--- src/rtl/uart_tx_arb_pkg.sv ---
// Shared types for the UART transmit arbiter: FSM state encoding and byte width.
package uart_tx_arb_pkg;

    localparam int BYTE_W = 8;

    typedef enum logic [2:0] {
        IDLE       = 3'd0,
        GRANT      = 3'd1,
        LOAD       = 3'd2,
        WAIT_START = 3'd3,
        WAIT_EMPTY = 3'd4
    } state_t;

endpackage

--- src/rtl/rr_picker.sv ---
// Combinational round-robin search: first set request bit strictly after ptr,
// wrapping modulo N_REQ; any flags that at least one request is set.
module rr_picker #(
    parameter int N_REQ = 3,
    parameter int ID_W  = $clog2(N_REQ)
) (
    input  logic [N_REQ-1:0] req,
    input  logic [ID_W-1:0]  ptr,
    output logic [ID_W-1:0]  idx,
    output logic             any
);

    logic [N_REQ-1:0] rot;
    logic [ID_W-1:0]  cand_idx [N_REQ];

    // rot[gi] is the request gi+1 positions after the pointer; ptr+gi+1 < 2*N_REQ
    // so one conditional subtraction performs the wrap.
    for (genvar gi = 0; gi < N_REQ; gi++) begin : g_rot
        logic [ID_W:0] sum;
        assign sum          = {1'b0, ptr} + (ID_W+1)'(gi + 1);
        assign cand_idx[gi] = (sum >= (ID_W+1)'(N_REQ)) ? ID_W'(sum - (ID_W+1)'(N_REQ))
                                                        : ID_W'(sum);
        assign rot[gi]      = req[cand_idx[gi]];
    end

    always_comb begin
        idx = '0;
        for (int i = N_REQ - 1; i >= 0; i--) begin
            if (rot[i]) begin
                idx = cand_idx[i];
            end
        end
    end

    assign any = |rot;

endmodule

--- src/rtl/uart_tx_arbiter.sv ---
// Packet-granular round-robin arbiter in front of a single UART transmitter.
// Optional mid-packet idle release is enabled by defining UART_TX_ARB_TIMEOUT_EN.
module uart_tx_arbiter
    import uart_tx_arb_pkg::*;
#(
    parameter int N_REQ       = 3,
    parameter int TIMEOUT_CYC = 1024
) (
    input  logic                      clk,
    input  logic                      rst_n,
    input  logic [N_REQ-1:0]          req_valid,
    input  logic [BYTE_W*N_REQ-1:0]   req_data,
    input  logic [N_REQ-1:0]          req_last,
    output logic [N_REQ-1:0]          req_ready,
    output logic [BYTE_W-1:0]         tx_data,
    output logic                      ld_tx_data,
    output logic                      tx_enable,
    input  logic                      tx_empty,
    output logic [$clog2(N_REQ)-1:0]  grant_id,
    output logic                      busy,
    output logic                      timeout
);

    localparam int ID_W = $clog2(N_REQ);

    state_t              state_reg, state_next;
    logic [ID_W-1:0]     ptr_reg;
    logic [ID_W-1:0]     grant_reg;
    logic                last_reg;
    logic [BYTE_W-1:0]   tx_data_reg;

    logic [ID_W-1:0]     pick_idx;
    logic                pick_any;
    logic [BYTE_W-1:0]   req_byte [N_REQ];
    logic                gnt_valid;
    logic                accept;
    logic                timeout_hit;

    for (genvar gi = 0; gi < N_REQ; gi++) begin : g_unpack
        assign req_byte[gi] = req_data[gi*BYTE_W +: BYTE_W];
    end

    rr_picker #(
        .N_REQ (N_REQ),
        .ID_W  (ID_W)
    ) u_rr_picker (
        .req (req_valid),
        .ptr (ptr_reg),
        .idx (pick_idx),
        .any (pick_any)
    );

    assign gnt_valid = req_valid[grant_reg];
    assign accept    = (state_reg == GRANT) && gnt_valid && tx_empty;

`ifdef UART_TX_ARB_TIMEOUT_EN
    localparam int CNT_W = $clog2(TIMEOUT_CYC + 1);
    logic [CNT_W-1:0] idle_cnt_reg;

    // Counts GRANT cycles with the owner silent; release fires once it reaches the limit.
    always_ff @(posedge clk or negedge rst_n) begin
        if (!rst_n) begin
            idle_cnt_reg <= '0;
        end else if (state_reg != GRANT || accept || timeout_hit) begin
            idle_cnt_reg <= '0;
        end else if (!gnt_valid) begin
            idle_cnt_reg <= idle_cnt_reg + 1'b1;
        end
    end

    assign timeout_hit = (state_reg == GRANT) && !gnt_valid
                         && (idle_cnt_reg == CNT_W'(TIMEOUT_CYC));
`else
    assign timeout_hit = 1'b0 & (TIMEOUT_CYC < 1);
`endif

    always_ff @(posedge clk or negedge rst_n) begin
        if (!rst_n) begin
            state_reg <= IDLE;
        end else begin
            state_reg <= state_next;
        end
    end

    always_comb begin
        state_next = state_reg;
        case (state_reg)
            IDLE:       if (pick_any) state_next = GRANT;
            GRANT: begin
                if (accept) begin
                    state_next = LOAD;
                end else if (timeout_hit) begin
                    state_next = IDLE;
                end
            end
            LOAD:       state_next = WAIT_START;
            WAIT_START: state_next = WAIT_EMPTY;
            WAIT_EMPTY: if (tx_empty) state_next = last_reg ? IDLE : GRANT;
            default:    state_next = IDLE;
        endcase
    end

    // The captured byte doubles as the UART data register, so it only moves on acceptance.
    always_ff @(posedge clk or negedge rst_n) begin
        if (!rst_n) begin
            ptr_reg     <= ID_W'(N_REQ - 1);
            grant_reg   <= '0;
            last_reg    <= 1'b0;
            tx_data_reg <= '0;
        end else begin
            if (state_reg == IDLE && pick_any) begin
                grant_reg <= pick_idx;
            end
            if (accept) begin
                tx_data_reg <= req_byte[grant_reg];
                last_reg    <= req_last[grant_reg];
            end
            if ((state_reg == WAIT_EMPTY && tx_empty && last_reg) || timeout_hit) begin
                ptr_reg <= grant_reg;
            end
        end
    end

    always_comb begin
        req_ready = '0;
        if (accept) begin
            req_ready[grant_reg] = 1'b1;
        end
        ld_tx_data = (state_reg == LOAD);
        busy       = (state_reg != IDLE);
        tx_enable  = (state_reg != IDLE);
        timeout    = timeout_hit;
    end

    assign tx_data  = tx_data_reg;
    assign grant_id = grant_reg;

endmodule

--- config.mk ---
export PLATFORM = sky130hd
export DESIGN_NAME = uart_tx_arbiter
export DESIGN_NICKNAME = d
export VERILOG_FILES = /design/src/rtl/uart_tx_arb_pkg.sv /design/src/rtl/rr_picker.sv /design/src/rtl/uart_tx_arbiter.sv
export SDC_FILE = /design/constraint.sdc
export NUM_CORES = 1
export LEC_CHECK = 0
export BUFFER_PORTS_ARGS = -buffer_cell sky130_fd_sc_hd__buf_4
export CORE_ASPECT_RATIO = 1.75
export CORE_MARGIN = 2
export CORE_UTILIZATION = 34
export DETAILED_ROUTE_END_ITERATION = 7
export PLACE_DENSITY = 0.61
export SETUP_SLACK_MARGIN = 0.1
export SYNTH_ARGS = -nofsm -noshare
export SYNTH_HDL_FRONTEND = slang
export SYNTH_SLANG_ARGS = --single-unit
--- constraint.sdc ---
create_clock -name clk -period 1.8 [get_ports clk]
set_input_delay 0.18 -clock clk [delete_from_list [all_inputs] [get_ports clk]]
set_output_delay 0.18 -clock clk [all_outputs]
set_load 0.05 [all_outputs]
==> key figures <==
Placement
  – IO buf count: 48
  – DP Cell Count: 215
  – Pre-CTS setup slack: 0.00484 ns
  – Gpl congestion: 0.817
  – Post-detail-place hpwl: 2490 um

Pwr
  – Cell Int Power: 0.00171 W
  – Clk pwr share: 8.4%
  – Seq pwr share: 22.2%
  – Psw: 0.00160 W
  – Combinational Power Share: 69.5%
  – Switching share of power: 48.4%
  – Leakage power: 0.853 nW
  – Power Total: 0.00331 W
  – Worst vdd ir: 0.00120 V
  – Power Dens Cells: 1790 mW/mm2

Worst setup path
  – Reg2Reg Setup Slack: 0.04 ns
  – Critical Path Source Type: register
  – Critical Path End: grant_id[1]
  – WP data arrival: 1.88 ns
  – R2R Path Start: ptr_reg[1]
  – Setup crit end kind: register
  – WP data required: 1.93 ns
  – Crit path max fanout: 6
  – Worst Setup SP: ptr_reg[1]
  – Worst reg2reg endpoint: grant_id[1]
  – Crit Path Class: reg2reg
  – Worst Reg-to-Reg Cells: 6

Global route
  – GR Util All Layers: 16.0%
  – Total congestion overflow: 0
  – Antenna violations before repair: 0
  – First-pass GRT wire length: 5280 um
  – Vias in the first global route: 1,191
  – Largest net degree at the start of global routing: 17

Floorplan
  – Total core area: 0.00340 mm2
  – DIE WIDTH: 49.3 um
  – Die area: 0.00410 mm2
  – Die H: 83.2 um
  – Starting density of the core: 35.9%
  – I/O pins: 50
  – FP Rows: 28

Synthesis
  – Cells after Synth: 121
  – Number of synthesized flops with an enable pin: 0
  – Synth async-reset ratio: 100%
  – Sequential fraction of the synthesis area: 32.9%
  – Yosys warns: 0
  – Synth Register Bits: 16
  – Syn_area_per_cell: 10.1 um2
  – Area contributors post-synth: dfrtp_1 (31%), mux2_4 (9.8%), mux2i_1 (7.4%), o21ai_0 (4.9%), nand2_1 (4.0%)
  – Primary FF master, synth: dfrtp_1
  – Netlist cell types: 44
  – Cell taking the most area after synthesis: dfrtp_1
  – Cell area after synthesis: 0.00122 mm2
  – Syn Nets: 157
  – Most common cell in the netlist: dfrtp_1
  – Post-synth top cells: dfrtp_1 (15), nand2_1 (13), o21ai_0 (12), mux2i_1 (9), mux2_4 (8)
  – Synth top area share: 30.8%

Final layout
  – FILL cells: 324
  – Ant diodes: 0
  – Layout Cells excl Fill: 225
  – Max FFs per register: 8
  – Fin nets: 217
  – Layout cell share with drive strength beyond 1: 54.4%
  – Area Growth Syn to Fin: 51.2%

Drt
  – Number of remaining DRC errors: 0
  – First-pass detailed-route iteration total: 4
  – Routed WL: 3120 um
  – Wire per inst: 13.8 um
  – Via Count: 1,133
  – Vias/cell: 5.04
  – Remaining antenna violation count: 0
  – Drt initial violations: 15

Timing
  – Final Skew: 0.00590 ns
  – Final Worst Setup Slack: 0.0438 ns
  – Period utilization: 97.6%
  – Setup TNS: 0 ns
  – Max frequency: 569 MHz
  – Crit path time final: 1.76 ns
  – Endpoints failing hold: 0
  – RSZ-0062 raised after global routing: true
  – Final setup viols: 0
  – Slew Viols, Final: 0

CTS
  – Worst-Skew Late Latency: 0.24 ns
  – TritonCTS buffer count: 3
  – H-tree level count: 1
  – Max Root-Sink Buffers: 2
  – CTS root buf: clkbuf_8
  – Clock sinks: 16
  – CTS tree: built
  – Worst-path clk slew: 0.07 ns

Min path
  – HP Class: in2reg

Outcome
  – Status: finished, final reports clean

Run
  – Max-Cap Viols: 0
placed cells by master, fill, tap and decap left out, drive strengths merged, types with 2 or more instances in the layout:
| master | Yosys | layout |
|---|---|---|
| buf | 7 | 62 |
| dfrtp | 15 | 15 |
| clkbuf | 1 | 4 |
| ha | 3 | 3 |
| mux2i | 9 | 9 |
| nand2b | 3 | 3 |
| o2111a | 2 | 2 |
| o21a | 2 | 2 |
| nor2b | 6 | 6 |
| a21oi | 2 | 2 |
| nor3b | 2 | 2 |
| nor2 | 6 | 6 |
| inv | 5 | 5 |
| a221o | 2 | 2 |
| o21ai | 13 | 13 |
| nand3 | 2 | 2 |
| nand2 | 13 | 13 |
| mux2 | 10 | 10 |
stage by stage:
| stage | hold slack (ns) | util [%] | area [um2] |
|---|---|---|---|
| 3_5_place_dp | 0.0578 | 50.2 | 1710 |
| 3_3_place_gp | 0.0592 | 50.2 | 1710 |
| 5_1_grt | 0.207 | 54.3 | 1840 |
| 6_report | 0.208 | 54.3 | 1840 |
| 2_1_floorplan | -0.116 | - | 1280 |
| 4_1_cts | 0.211 | 54.1 | 1840 |
power by group through the flow:
stage / Combinational (W) / Sequential, W / Clock, W
after floorplan: 0.00129 / 0.00105 / 0
after global placement: 0.00213 / 0.000722 / 0
after detailed placement: 0.00216 / 0.000731 / 0
after CTS: 0.00231 / 0.000734 / 0.000284
after global routing: 0.00245 / 0.000762 / 0.000307
final: 0.00230 / 0.000734 / 0.000277
per-layer routing:
metal	global-route usage, %	share of wire (%)	vias up
met5	0	0	-
met4	3.90	0.74	0
met1	16.7	38	545
met2	31.4	56	35
met3	2.88	5.3	2
li1	-	-	551
final cells by class:
class                      count  area [um2]  area share, %
clock buffer                   4        45.0           2.44
inverter                       5        18.8           1.02
multi-input combinational     92         818           44.4
sequential                    16         404           21.9
tap                           45        56.3           3.05
timing repair buffer          63         502           27.2
worst max-delay path, stage by stage (launching register included):
cell     delay [ns]
dfstp_2        0.55
inv_2          0.06
ha_4           0.30
o21a_1         0.12
a21oi_1        0.04
o221a_2        0.27
a211o_1        0.30
cell families after synthesis:
| kind of cell | after synthesis | synth area share [%] |
|---|---|---|
| AND/OR/NAND/NOR | 38 | 17.6 |
| buffers and inverters | 13 | 6.15 |
| AO/OA/AOI/OAI | 31 | 20.8 |
| multiplexers | 19 | 19.1 |
| flip-flops | 16 | 32.9 |
| adder cells (fa/ha/maj) | 3 | 3.08 |
| other | 1 | 0.307 |
how the worst min path moves through the flow:
stage	from	to	slack [ns]	cells past startpoint
floorplan	rst_n	grant_id[0]	-0.12	0
CTS	tx_empty	state_reg[2]	0.21	4
global route	tx_empty	state_reg[2]	0.21	4
detailed placement	rst_n	tx_data[1]	0.06	1
global placement	rst_n	tx_data[1]	0.06	1
finish	tx_empty	state_reg[2]	0.21	4
repair_timing:
item | CTS | global route
pin swaps | 6 | 8
buffers inserted | 5 | 0
hold buffers | 1 | 0
resized for setup | 11 | 2
setup endpoints to repair | 6 | 17
hold endpoints to repair | 15 | 0
Power figures use the tool's default switching activity.
